[src/rtl/avalon_sdram_arbiter_pkg.sv]
// Shared types and constants for the two-master SDRAM port arbiter.
// Optional build macro: AVS_ARB_FIXED_PRIORITY_EN (master 0 always wins).
package avalon_sdram_arbiter_pkg;

    localparam int AVS_AW_DEF = 24;
    localparam int AVS_DW_DEF = 16;
    localparam int AVS_BW_DEF = 2;
    localparam int MASTER_ID_W = 1;

    typedef enum logic [0:0] {
        ST_IDLE   = 1'b0,
        ST_LOCKED = 1'b1
    } arb_state_e;

    // Both eligible: the master that did not win last time goes next.
    function automatic logic rr_pick(
        input logic r0,
        input logic r1,
        input logic last
    );
        if (r0 & r1) return ~last;
        return ~r0;
    endfunction

endpackage

[src/rtl/avalon_sdram_arbiter_if.sv]
// Avalon-MM command/response bundle shared by both masters and the slave.
// master drives commands, slave answers with waitrequest and read data.
interface avalon_sdram_arbiter_if #(
    parameter int AW = 24,
    parameter int DW = 16,
    parameter int BW = 2
) ();

    logic          read;
    logic          write;
    logic [AW-1:0] address;
    logic [DW-1:0] writedata;
    logic [BW-1:0] byteenable;
    logic [DW-1:0] readdata;
    logic          waitrequest;
    logic          readdatavalid;

    modport master (
        output read, write, address, writedata, byteenable,
        input  readdata, waitrequest, readdatavalid
    );

    modport slave (
        input  read, write, address, writedata, byteenable,
        output readdata, waitrequest, readdatavalid
    );

endinterface

[src/rtl/arb_tag_fifo.sv]
// In-order 1-bit master tag FIFO for outstanding reads.
// DEPTH must be a power of two so the pointers wrap naturally.
module arb_tag_fifo #(
    parameter int DEPTH = 4
) (
    input  logic clk,
    input  logic reset,
    input  logic push,
    input  logic pop,
    input  logic din,
    output logic head,
    output logic full,
    output logic empty
);

    localparam int PW = $clog2(DEPTH);
    localparam int CW = PW + 1;

    logic [DEPTH-1:0] mem;
    logic [PW-1:0]    wr_ptr;
    logic [PW-1:0]    rd_ptr;
    logic [CW-1:0]    count;
    logic             do_push;
    logic             do_pop;

    assign full    = (count == CW'(DEPTH));
    assign empty   = (count == '0);
    assign head    = mem[rd_ptr];
    assign do_push = push & ~full;
    assign do_pop  = pop & ~empty;

    always_ff @(posedge clk) begin
        if (do_push) mem[wr_ptr] <= din;
    end

    always_ff @(posedge clk) begin
        if (reset) begin
            wr_ptr <= '0;
            rd_ptr <= '0;
            count  <= '0;
        end else begin
            if (do_push) wr_ptr <= wr_ptr + PW'(1);
            if (do_pop)  rd_ptr <= rd_ptr + PW'(1);
            unique case ({do_push, do_pop})
                2'b10:   count <= count + CW'(1);
                2'b01:   count <= count - CW'(1);
                default: count <= count;
            endcase
        end
    end

endmodule

[src/rtl/avalon_sdram_arbiter.sv]
// Two-master Avalon-MM arbiter in front of the SDRAM controller slave port.
// Round-robin by default; AVS_ARB_FIXED_PRIORITY_EN makes master 0 win ties.
module avalon_sdram_arbiter
    import avalon_sdram_arbiter_pkg::*;
#(
    parameter int AVS_AW      = AVS_AW_DEF,
    parameter int AVS_DW      = AVS_DW_DEF,
    parameter int AVS_BW      = AVS_BW_DEF,
    parameter int MAX_PENDING = 4
) (
    input  logic clk,
    input  logic reset,
    avalon_sdram_arbiter_if.slave  m0,
    avalon_sdram_arbiter_if.slave  m1,
    avalon_sdram_arbiter_if.master s
);

    arb_state_e state;
    logic       owner;
`ifndef AVS_ARB_FIXED_PRIORITY_EN
    logic       rr_last;
`endif

    logic fifo_full;
    logic fifo_empty;
    logic fifo_head;

    logic req0;
    logic req1;
    logic any_req;
    logic winner;
    logic active;
    logic sel;
    logic sel_wr;
    logic sel_rd;
    logic accept;
    logic push;
    logic pop;

    logic [AVS_AW-1:0] addr_mux;
    logic [AVS_DW-1:0] wdata_mux;
    logic [AVS_BW-1:0] be_mux;

    // Reads stall on a full tag FIFO; writes carry no tag.
    assign req0    = m0.write | (m0.read & ~fifo_full);
    assign req1    = m1.write | (m1.read & ~fifo_full);
    assign any_req = req0 | req1;

`ifdef AVS_ARB_FIXED_PRIORITY_EN
    assign winner = ~req0;
`else
    assign winner = rr_pick(req0, req1, rr_last);
`endif

    assign active = ~reset & ((state == ST_LOCKED) | any_req);
    assign sel    = (state == ST_LOCKED) ? owner : winner;

    assign sel_wr = sel ? m1.write : m0.write;
    assign sel_rd = (sel ? m1.read : m0.read) & ~sel_wr;

    assign addr_mux  = sel ? m1.address    : m0.address;
    assign wdata_mux = sel ? m1.writedata  : m0.writedata;
    assign be_mux    = sel ? m1.byteenable : m0.byteenable;

    assign s.read       = active & sel_rd;
    assign s.write      = active & sel_wr;
    assign s.address    = addr_mux;
    assign s.writedata  = wdata_mux;
    assign s.byteenable = be_mux;

    assign accept = active & ~s.waitrequest;
    assign push   = accept & sel_rd;
    assign pop    = ~reset & s.readdatavalid & ~fifo_empty;

    // Unselected masters stall only when they have something pending.
    assign m0.waitrequest = reset |
        ((active & ~sel) ? s.waitrequest : (m0.read | m0.write));
    assign m1.waitrequest = reset |
        ((active & sel) ? s.waitrequest : (m1.read | m1.write));

    assign m0.readdatavalid = pop & ~fifo_head;
    assign m1.readdatavalid = pop & fifo_head;
    assign m0.readdata      = s.readdata;
    assign m1.readdata      = s.readdata;

    arb_tag_fifo #(
        .DEPTH (MAX_PENDING)
    ) u_fifo (
        .clk   (clk),
        .reset (reset),
        .push  (push),
        .pop   (pop),
        .din   (sel),
        .head  (fifo_head),
        .full  (fifo_full),
        .empty (fifo_empty)
    );

    always_ff @(posedge clk) begin
        if (reset) begin
            state   <= ST_IDLE;
            owner   <= 1'b0;
`ifndef AVS_ARB_FIXED_PRIORITY_EN
            rr_last <= 1'b1;
`endif
        end else begin
            unique case (state)
                ST_IDLE: begin
                    if (any_req) begin
                        if (s.waitrequest) begin
                            state <= ST_LOCKED;
                            owner <= winner;
                        end else begin
`ifndef AVS_ARB_FIXED_PRIORITY_EN
                            rr_last <= winner;
`endif
                        end
                    end
                end
                ST_LOCKED: begin
                    if (!s.waitrequest) begin
                        state   <= ST_IDLE;
`ifndef AVS_ARB_FIXED_PRIORITY_EN
                        rr_last <= owner;
`endif
                    end
                end
            endcase
        end
    end

endmodule

[src/flat_wrapper.sv]
// flat-port wrapper written by rule: the top's interface ports become plain ports
module avalon_sdram_arbiter_flat import avalon_sdram_arbiter_pkg::*;
#(
    parameter int AVS_AW      = AVS_AW_DEF,
    parameter int AVS_DW      = AVS_DW_DEF,
    parameter int AVS_BW      = AVS_BW_DEF,
    parameter int MAX_PENDING = 4
)
  (clk, reset, m0_read, m0_write, m0_address, m0_writedata, m0_byteenable, m0_readdata, m0_waitrequest, m0_readdatavalid, m1_read, m1_write, m1_address, m1_writedata, m1_byteenable, m1_readdata, m1_waitrequest, m1_readdatavalid, s_read, s_write, s_address, s_writedata, s_byteenable, s_readdata, s_waitrequest, s_readdatavalid);
  avalon_sdram_arbiter_if #(.AW((24)), .DW((16)), .BW((2))) m0_i ();
  avalon_sdram_arbiter_if #(.AW((24)), .DW((16)), .BW((2))) m1_i ();
  avalon_sdram_arbiter_if #(.AW((24)), .DW((16)), .BW((2))) s_i ();
  input  logic clk;
  input  logic reset;
  input wire logic [$bits(m0_i.read)-1:0] m0_read;
  input wire logic [$bits(m0_i.write)-1:0] m0_write;
  input wire logic [$bits(m0_i.address)-1:0] m0_address;
  input wire logic [$bits(m0_i.writedata)-1:0] m0_writedata;
  input wire logic [$bits(m0_i.byteenable)-1:0] m0_byteenable;
  output wire logic [$bits(m0_i.readdata)-1:0] m0_readdata;
  output wire logic [$bits(m0_i.waitrequest)-1:0] m0_waitrequest;
  output wire logic [$bits(m0_i.readdatavalid)-1:0] m0_readdatavalid;
  input wire logic [$bits(m1_i.read)-1:0] m1_read;
  input wire logic [$bits(m1_i.write)-1:0] m1_write;
  input wire logic [$bits(m1_i.address)-1:0] m1_address;
  input wire logic [$bits(m1_i.writedata)-1:0] m1_writedata;
  input wire logic [$bits(m1_i.byteenable)-1:0] m1_byteenable;
  output wire logic [$bits(m1_i.readdata)-1:0] m1_readdata;
  output wire logic [$bits(m1_i.waitrequest)-1:0] m1_waitrequest;
  output wire logic [$bits(m1_i.readdatavalid)-1:0] m1_readdatavalid;
  output wire logic [$bits(s_i.read)-1:0] s_read;
  output wire logic [$bits(s_i.write)-1:0] s_write;
  output wire logic [$bits(s_i.address)-1:0] s_address;
  output wire logic [$bits(s_i.writedata)-1:0] s_writedata;
  output wire logic [$bits(s_i.byteenable)-1:0] s_byteenable;
  input wire logic [$bits(s_i.readdata)-1:0] s_readdata;
  input wire logic [$bits(s_i.waitrequest)-1:0] s_waitrequest;
  input wire logic [$bits(s_i.readdatavalid)-1:0] s_readdatavalid;
  assign m0_i.read = m0_read;
  assign m0_i.write = m0_write;
  assign m0_i.address = m0_address;
  assign m0_i.writedata = m0_writedata;
  assign m0_i.byteenable = m0_byteenable;
  assign m0_readdata = m0_i.readdata;
  assign m0_waitrequest = m0_i.waitrequest;
  assign m0_readdatavalid = m0_i.readdatavalid;
  assign m1_i.read = m1_read;
  assign m1_i.write = m1_write;
  assign m1_i.address = m1_address;
  assign m1_i.writedata = m1_writedata;
  assign m1_i.byteenable = m1_byteenable;
  assign m1_readdata = m1_i.readdata;
  assign m1_waitrequest = m1_i.waitrequest;
  assign m1_readdatavalid = m1_i.readdatavalid;
  assign s_read = s_i.read;
  assign s_write = s_i.write;
  assign s_address = s_i.address;
  assign s_writedata = s_i.writedata;
  assign s_byteenable = s_i.byteenable;
  assign s_i.readdata = s_readdata;
  assign s_i.waitrequest = s_waitrequest;
  assign s_i.readdatavalid = s_readdatavalid;
  avalon_sdram_arbiter #(.AVS_AW(AVS_AW), .AVS_DW(AVS_DW), .AVS_BW(AVS_BW), .MAX_PENDING(MAX_PENDING)) u_core (.clk(clk), .reset(reset), .m0(m0_i), .m1(m1_i), .s(s_i));
endmodule
[config.mk]
export PLATFORM = sky130hd
export DESIGN_NAME = avalon_sdram_arbiter_flat
export DESIGN_NICKNAME = d
export VERILOG_FILES = /design/src/rtl/avalon_sdram_arbiter_pkg.sv /design/src/rtl/avalon_sdram_arbiter_if.sv /design/src/rtl/arb_tag_fifo.sv /design/src/rtl/avalon_sdram_arbiter.sv /design/src/flat_wrapper.sv
export SDC_FILE = /design/constraint.sdc
export NUM_CORES = 1
export LEC_CHECK = 0
export ABC_AREA = 1
export CORE_ASPECT_RATIO = 0.8
export CORE_MARGIN = 8
export CORE_UTILIZATION = 28
export CTS_BUF_LIST = sky130_fd_sc_hd__clkbuf_4 sky130_fd_sc_hd__clkbuf_8
export DETAILED_ROUTE_END_ITERATION = 16
export HOLD_SLACK_MARGIN = 0.08
export PLACE_DENSITY = 0.82
export SETUP_SLACK_MARGIN = 0.3
export SYNTH_ARGS = -nofsm -noshare
export SYNTH_HDL_FRONTEND = slang
export SYNTH_SLANG_ARGS = --single-unit
[constraint.sdc]
create_clock -name clk -period 2.8 [get_ports clk]
set_clock_uncertainty 0.2 [all_clocks]
set_input_delay 0.56 -clock clk [delete_from_list [all_inputs] [get_ports clk]]
set_output_delay 0.56 -clock clk [all_outputs]
set_load 0.01 [all_outputs]
==> results of run 1 <==
[cell usage after synthesis, types with 3 or more instances]
master    number  area share
o21ai_0        8       0.024
buf_4         32        0.14
nand2_1      142        0.32
dfxtp_1       10        0.12
edfxtp_1       4       0.072
buf_2          8       0.024
nand3_1        8       0.024
a21oi_1       12       0.036
inv_2          3      0.0068
nor2_1        14       0.032
nand2_2        4       0.015
inv_1         24       0.054
ha_1           5       0.038
[stage by stage]
stage,hold slack [ns],total power [mW],instance area [um^2],util,setup WS (ns)
final,0.271,1.42,4000,0.687,0.0646
after global routing,0.297,1.49,4000,0.687,-0.0210
after CTS,0.279,1.28,3600,0.620,0.0840
after detailed placement,0.266,0.897,3060,0.526,-0.477
after global placement,0.245,0.888,3060,0.526,-0.442
after floorplan,0.229,0.544,1680,-,0.305
[what timing repair did]
item                       CTS  global route
pin swaps                   38            15
gates cloned                10             0
setup endpoints to repair   52            55
setup buffers               16             2
hold buffers                 0             0
gates resized for setup    298            95
[registers in the layout (all words and copies together), names as in the netlist]
signal                cells
u_core.u_fifo.rd_ptr      2
u_core.u_fifo.wr_ptr      2
u_core.rr_last            1
u_core.u_fifo.mem         4
u_core.state              1
u_core.owner              1
u_core.u_fifo.count       3
[worst reg2reg max path, stage by stage, from the launching register on]
cell     delay [ns]
dfxtp_4        0.36
nor2_4         0.17
nand3_2        0.12
nand2_4        0.10
nor2_4         0.05
nand2_4        0.08
buf_6          0.10
buf_6          0.08
buf_6          0.11
nand3_4        0.09
nand2_4        0.11
nor2_8         0.05
nand2_4        0.07
ha_4           0.13
inv_2          0.04
fa_2           0.35
a21oi_2        0.14
o21ai_2        0.07
o21ai_1        0.11
a21oi_1        0.05
[cell usage in the layout, fill, tap and decap left out, types with 2 or more instances in the layout]
cell,instances
nor2_1,8
inv_1,19
nand3_4,3
nand2_4,37
nand2_1,65
a21oi_1,9
buf_6,29
nand3_2,3
o21ai_2,3
buf_16,10
nand3_1,4
nand2_2,44
clkdlybuf4s50_1,87
ha_1,4
o21ai_0,5
nor2_4,5
clkbuf_2,2
dfxtp_1,8
a21oi_2,3
nor2_2,2
edfxtp_1,4
buf_2,27
buf_4,21
clkbuf_8,3
inv_2,7
buf_12,8
[final cells by class]
type	instances	area (um^2)	area share
Multi-Input combinational cell	205	1440	0.360
Clock buffer	3	41.3	0.0103
Clock inverter	1	3.75	0.000939
Sequential cell	14	325	0.0814
Inverter	27	128	0.0319
Tap cell	81	101	0.0254
Timing Repair Buffer	186	1960	0.490
[kinds of logic after synthesis]
kind of cell,share of synthesized area
adder cells (fa/ha/maj),0.0497
AO/OA/AOI/OAI,0.0686
AND/OR/NAND/NOR,0.450
flip-flops,0.193
buffers and inverters,0.239
[routing by layer]
metal | part of all wire | vias up | track usage
met5 | 0 | - | 0
met2 | 0.57 | 119 | 0.357
met3 | 0.087 | 22 | 0.0736
met1 | 0.32 | 1118 | 0.170
met4 | 0.024 | 0 | 0.0439
li1 | - | 1138 | -
[power by group through the flow]
stage               logic [mW]  registers [mW]  clock network, mW
floorplan                0.310           0.234                  0
global placement         0.653           0.235                  0
detailed placement       0.661           0.236                  0
CTS                      0.866           0.232              0.179
global route              1.06           0.234              0.195
finish                    1.01           0.233              0.181
[final timing paths]
kind	startpoint	end	depth (start not counted)
worst min register to register	u_core.u_fifo.count[0]	u_core.u_fifo.count[0]	1
worst min-delay path	u_core.u_fifo.count[0]	u_core.u_fifo.count[0]	1
worst max-delay path	u_core.u_fifo.count[0]	s_writedata[6]	12
worst max register to register	u_core.u_fifo.count[0]	u_core.u_fifo.count[2]	19
==> results.cfg, run 1 <==
[run_status]
status = completed

[sta]
period_minus_slack_ns = 2.74
setup_violations = 0
slew_violations = 0
finalCritPeriodShare = 0.977
hold_viol = 0
timing.setup.tns_ns = 0
worst_slew_pin_slew_ns = 0.292
rsz0062_at_grt = true
relSlewSlack = 0.806
fmax_mhz = 366

[cells_and_area]
n_antenna_cell = 0
final_nets = 551
area_growth_pct = 141
layout-drive-gt1-share = 0.495
fin_cells = 517
fill_cells = 431

[detailed_routing]
drc = 0
drtIter0Drc = 64
wire_per_inst_um = 17.1
vias = 2397
routed_wl_mm = 8.85
vias_per_cell = 4.64
ant_nets = 0
drtPass1Iterations = 4

[placement]
gp_congestion = 0.822
post-place-cells = 485
dp_hpwl_mm = 5.57
port_buffers = 139

[power_and_ir_drop]
sw_frac_of_total = 0.386
cellLeakagePower_nw = 1.94
combPwrFrac = 0.709
clkPwrFrac = 0.127
intPower_mw = 0.871
power.density_nw_per_um2 = 355
switchingPower_mw = 0.548
p_seq_frac = 0.164
ir_drop_mv = 0.158

[synthesis]
syn-cell-area_um2 = 1660
yosysSeqAreaShare = 0.193
syn_inst = 288
yosys_warnings = 0
ys_ff_latch = 14
syn_area_per_cell_um2 = 5.77
ys_types = 27
synth-async-reset-ratio = 0
synth_ff_type = dfxtp_1
syn_nets = 402
synth_edf_count = 4

[floorplan]
die_h_um = 84.9
dieWidth_um = 102
die_area_um2 = 8670
top_level_ports = 188
fp.coreArea_um2 = 5820
initial_core_util = 0.285
std_cell_rows = 25

[setup_path]
critPathLaunchType = register
end_kind = output pin
crit_type = register to output pin
crit_path_top_delay_cell = dfxtp_4
rrSetupSlack_ns = 0.14
critPathBufInv = 5
worstPathCellList = nor2_4 > nand3_2 > nand3b_1 > nand2_4 > nand2_8 > buf_12 > clkinv_16 > buf_12 > buf_16 > nand2_2 > nand2_1 > buf_2
timing.critical_path.mode_cell = buf_12
max_stage_delay_ns = 0.36
required_ns = 2.04
cp_top_family = simple AND/OR/NAND/NOR gates
cp_max_fo = 7
arrival_ns = 1.98

[cts]
cts_tree = done
clock_latency_ns = 0.25
clock-root-buffer = clkbuf_8
h-tree-depth = 1
clock_path_buffers = 2
clock_sinks = 14
path_clk_slew_ns = 0.06
numCtsBuffers = 3

[global_route]
antenna_found_initial = 0
grt_use_total = 0.183
grt_pass1_wl_mm = 12.6
grt_pass1_vias = 2573
grt_start_max_net_pins = 10
grt-ovfl-total = 0

[flow_run]
maxCapViolations = 0

[hold_path]
worstHoldPathType = register to register
No activity file was read; power rests on OpenSTA's default activity.
==> inputs of run 2 (changes only) <==
--- a/config.mk
+++ b/config.mk
@@ -13,7 +13,9 @@
 export DETAILED_ROUTE_END_ITERATION = 16
 export HOLD_SLACK_MARGIN = 0.08
 export PLACE_DENSITY = 0.82
+export RECOVER_POWER = 100
 export SETUP_SLACK_MARGIN = 0.3
 export SYNTH_ARGS = -nofsm -noshare
 export SYNTH_HDL_FRONTEND = slang
 export SYNTH_SLANG_ARGS = --single-unit
+export TNS_END_PERCENT = 5
==> run 2 against run 1 <==
Effect of this change:
- global-route usage fell by 2.2 points
- count of clock-buffer cells in the layout is the same
- sequential cell count is the same
- first-iteration DRC count down 13%
- sequential share of layout area increased by 1.8 points
- critical path depth is 1 higher
- total power is 21% lower
- final cell count fell by 1.4%
- wire length shrank 20%
- largest cell class unchanged
==> results.cfg, run 2 (same netlist as run 1, synthesis figures left out) <==
[run_status]
status = completed

[cells_and_area]
n_antenna_cell = 0
multi_input_area_um2 = 1010
fin_cells = 510
final_cell_area_um2 = 3230
final_common_cell = nand2_1
area_growth_pct = 94.8
regMostFlops = u_core.u_fifo.mem
final_cell_mix = nand2_1 (134), clkdlybuf4s50_1 (86), clkbuf_1 (38)
layout-drive-gt1-share = 0.191
top_regs = u_core.u_fifo.mem x4, u_core.u_fifo.count x3
final_nets = 544
seq_area_um2 = 323
utilization = 0.556
fill_cells = 568
largest_reg_flops = 4

[placement]
post-place-cells = 485
port_buffers = 139
pre_cts_ws_ns = -0.491
placed_area_um2 = 3050
dp_hpwl_mm = 5.44
gp_congestion = 0.787

[global_route]
grt_use_total = 0.162
grt_pass1_vias = 2319
antenna_found_initial = 0
grt_pass1_wl_mm = 11.4
grt-ovfl-total = 0
grt_start_max_net_pins = 13

[cts]
clock_latency_ns = 0.24
clock_sinks = 14
clock-root-buffer = clkbuf_8
path_clk_slew_ns = 0.06
h-tree-depth = 1
numCtsBuffers = 3
hold_buffers = 0
cts_tree = done
clock_path_buffers = 2

[detailed_routing]
drtPass1Iterations = 4
wire_per_inst_um = 13.9
vias_per_cell = 4.31
ant_nets = 0
drtIter0Drc = 56
drc = 0
vias = 2200
routed_wl_mm = 7.07

[sta]
setup_violations = 0
finalCritPeriodShare = 0.950
rsz0062_at_grt = true
fmax_mhz = 376
setup_ws_ns = 0.140
relSlewSlack = 0.804
slew_violations = 0
timing.setup.tns_ns = 0
worst_slew_pin_slew_ns = 0.294
hold_viol = 0
period_minus_slack_ns = 2.66

[setup_path]
cp_max_fo = 3
arrival_ns = 1.90
end_kind = output pin
required_ns = 2.04
critPathLaunchType = input port
crit_type = input port to output pin

[floorplan]
dieWidth_um = 102
initial_core_util = 0.285
std_cell_rows = 25
fp.coreArea_um2 = 5820
top_level_ports = 188
die_h_um = 84.9
die_area_um2 = 8670

[flow_run]
maxCapViolations = 0

[hold_path]
worstHoldPathType = register to register

[power_and_ir_drop]
power.density_nw_per_um2 = 345
ir_drop_mv = 0.186
cellLeakagePower_nw = 1.55
## run 2: changes by cell type in the layout (fill, tap and decap cells not counted), moves of 4 or more
cell | previous run | this run
nand2_1 | 65 | 134
clkbuf_1 | 0 | 38
nand2_2 | 44 | 9
nand2_4 | 37 | 4
buf_2 | 27 | 3
buf_6 | 29 | 5
buf_16 | 10 | 4
clkdlybuf4s25_1 | 0 | 6
nor2_1 | 8 | 13
nor2_4 | 5 | 1
## run 2: critical path, stage by stage
cell and delay (ns):
buf_2 0.11, inv_2 0.07, nand3_2 0.09, nand2_2 0.10, buf_4 0.12, nand3_2 0.10, nand2_2 0.12, inv_2 0.06
nand2_1 0.09, nand4_1 0.10, o21ai_1 0.11, inv_1 0.05, clkdlybuf4s15_2 0.22
## run 2: worst paths after layout
check                    startpoint                     end  slack, ns  cells past startpoint
max                        m0_write          m0_waitrequest       0.14                     13
min          u_core.u_fifo.count[0]  u_core.u_fifo.count[0]       0.27                      1
max reg2reg            u_core.state  u_core.u_fifo.count[2]       0.17                     16
min reg2reg  u_core.u_fifo.count[0]  u_core.u_fifo.count[0]       0.27                      1
## run 2: power by group
part	switching [mW]	internal, mW	total [mW]
combinational	0.326	0.390	0.716
sequential	0.0108	0.222	0.233
clock	0.0693	0.0969	0.166
total	0.406	0.709	1.12
## run 2: layout make-up
| class | count | share of cell area |
|---|---|---|
| Timing Repair Buffer | 179 | 0.508 |
| Sequential cell | 14 | 0.0998 |
| Clock inverter | 1 | 0.00116 |
| Multi-Input combinational cell | 205 | 0.311 |
| Tap cell | 81 | 0.0313 |
| Inverter | 27 | 0.0352 |
| Clock buffer | 3 | 0.0128 |
## run 2: repair_timing
item / in CTS / in global routing
setup endpoints to repair: 53 / 51
pin swaps: 14 / 8
gates cloned: 5 / 0
resized for setup: 224 / 8
buffers inserted: 15 / 1
## run 2: per-layer routing
layer,up-vias,track usage,part of all wire
met3,2,0.0703,0.093
met2,90,0.311,0.55
met1,980,0.157,0.36
met5,-,0,0
met4,0,0.0186,0.0020
li1,1128,-,-
## run 2: metrics by stage
stage / total power, mW / hold WS [ns]
after floorplan: 0.544 / 0.229
after global placement: 0.885 / 0.247
after detailed placement: 0.892 / 0.258
after CTS: 1.14 / 0.271
after global routing: 1.19 / 0.290
final: 1.12 / 0.269
==> RTL change: new RTL, flow settings as in run 1 <==
`MAX_PENDING` is set to 4 in 2 places; all go to 8.
--- a/src/rtl/avalon_sdram_arbiter.sv
+++ b/src/rtl/avalon_sdram_arbiter.sv
@@ -6,7 +6,7 @@
     parameter int AVS_AW      = AVS_AW_DEF,
     parameter int AVS_DW      = AVS_DW_DEF,
     parameter int AVS_BW      = AVS_BW_DEF,
-    parameter int MAX_PENDING = 4
+    parameter int MAX_PENDING = 8
 ) (
     input  logic clk,
     input  logic reset,
--- a/src/flat_wrapper.sv
+++ b/src/flat_wrapper.sv
@@ -4,7 +4,7 @@
     parameter int AVS_AW      = AVS_AW_DEF,
     parameter int AVS_DW      = AVS_DW_DEF,
     parameter int AVS_BW      = AVS_BW_DEF,
-    parameter int MAX_PENDING = 4
+    parameter int MAX_PENDING = 8
 )
   (clk, reset, m0_read, m0_write, m0_address, m0_writedata, m0_byteenable, m0_readdata, m0_waitrequest, m0_readdatavalid, m1_read, m1_write, m1_address, m1_writedata, m1_byteenable, m1_readdata, m1_waitrequest, m1_readdatavalid, s_read, s_write, s_address, s_writedata, s_byteenable, s_readdata, s_waitrequest, s_readdatavalid);
   avalon_sdram_arbiter_if #(.AW((24)), .DW((16)), .BW((2))) m0_i ();
Formal check against the unedited RTL: not equivalent (a bounded check fails within 10 cycles, from zero or initial values and one cycle with reset high).
==> RTL change against run 1 <==
Core utilization decreased by 2.3 points; wire length rose by 12%; critical path depth up 4; sequential cell count increased by 7; worst setup slack got worse by 53 ps; synthesized area up 21%; count of clock-buffer cells in the layout grew 1; largest power group unchanged; final cell count up 13%; critical endpoint is now s_address[8]; cell area is 15% higher; power increased by 24%; combinational power is 17% higher; largest cell class unchanged.
==> RTL change: results (changes against run 1) <==
Post-DP HPWL -> 6580 um (+18%)
Internal power -> 1120 uW (+28%)
Syn nets -> 435 (+8.2%)
Pin count of the biggest net entering global routing -> 15 (+5)
Hold slack -> 293 ps (+21.6 ps)
First DRT Iteration DRCs -> 95 (+48%)
First-pass GRT wire length -> 14700 um (+16%)
Layout net count -> 609 (+11%)
Number of global-route vias before repair -> 2852 (+11%)
Run status -> completed
Synth cell count leaders -> 144 x nand2_1, 33 x buf_4, 21 x inv_1, 20 x nor2_1
Logic gate share of total power -> 0.673 (-0.036)
PwrDens -> 383 nW/um^2 (+7.7%)
GP Congestion -> 0.852 (+3.7%)
Drt via density -> 4.75 (+2.4%)
EDFF count, synth -> 8 (+4)
Syn avg cell area -> 6.26 um^2 (+8.5%)
CTS clk-pin slew, worst paths -> 90 ps (+30 ps)
Clock power share -> 0.123 (-0.004)
First-pass DRT Iterations -> 4 (unchanged)
Post-route clock period utilization -> 0.996 (+0.0191)
Seq/Total Area, Yosys -> 0.248 (+0.0555)
Post-Place Cell Area -> 3540 um^2 (+16%)
GRT Total Usage -> 0.174 (-0.00962)
Maximum VDD drop -> 0.000185 V (+18%)
Diode count -> 0 (unchanged)
Layout cell share with drive strength beyond 1 -> 0.493 (-0.00248)
CP arrival -> 2030 ps (+50 ps)
R2R setup slack -> 80 ps (-60 ps)
Pre-CTS setup slack -> -566 ps (-89.0 ps)
Synth top area cells -> nand2_1 27%, dfxtp_1 13%, buf_4 12%
Via count -> 2763 (+15%)
# placed instances -> 535 (+10%)
P_leak -> 0.00216 uW (+11%)
Worst-Margin Slew -> 363 ps (+71.8 ps)
Htree depth -> 1 (unchanged)
Post-CTS sizing -> 341 (+14%)
Post-CTS setup buffers -> 27 (+11)
Fillers -> 510 (+18%)
Top flop regs -> u_core.u_fifo.mem x8, u_core.u_fifo.count x4
Worst Path Max Fanout -> 4 (-3)
Netlist cell types -> 31 (+15%)
Clock latency on the worst-skew pair -> 270 ps (+20 ps)
Final WL -> 9910 um (+12%)
-- RTL change: final cells by class --
class	instances	area [um^2]	share of cell area
timing repair buffer	212	2250	0.488
multi-input combinational	236	1580	0.343
sequential	21	505	0.110
inverter	22	110	0.0239
tap	87	109	0.0237
clock buffer	4	48.8	0.0106
-- RTL change: cell families (layout without fill, tap and decap cells) --
logic type / count (synthesis) / in the layout / share of synthesized area
DFF: 21 / 21 / 0.248
and+or+nand+nor: 196 / 196 / 0.433
adders and majority gates: 5 / 5 / 0.0311
AOI/OAI and AO/OA: 31 / 31 / 0.0838
xor gates and xnor gates: 4 / 4 / 0.0174
buffers and inverters: 65 / 238 / 0.186
-- RTL change: routing by layer --
metal  global-route usage  part of all wire  vias to the layer above
met1                0.171              0.36                     1272
met2                0.339              0.53                      150
li1                     -                 -                     1322
met5                    0                 0                        -
met4               0.0471             0.021                        0
met3               0.0579             0.088                       19
-- RTL change: final timing paths --
kind,startpoint,endpoint,cells after the start
hold reg to reg,u_core.u_fifo.rd_ptr[0]$_SDFFE_PP0P_,u_core.u_fifo.rd_ptr[0]$_SDFFE_PP0P_,1
setup / recovery,m0_write,s_address[8],16
setup reg to reg,u_core.u_fifo.count[3]$_SDFFE_PP0P_,u_core.u_fifo.count[3]$_SDFFE_PP0P_,18
hold / removal,u_core.u_fifo.rd_ptr[0]$_SDFFE_PP0P_,u_core.u_fifo.rd_ptr[0]$_SDFFE_PP0P_,1
-- RTL change: worst max-delay path, cell delays in order --
cell and delay [ps]:
buf_6 90, buf_6 120, inv_12 50, nand3_2 60, nand2_2 70, nor2_2 40
nand2_2 80, nand2_4 80, buf_12 140, buf_12 140, buf_6 110, buf_12 110
buf_16 130, nand2_4 50, nand2_2 50, buf_6 120
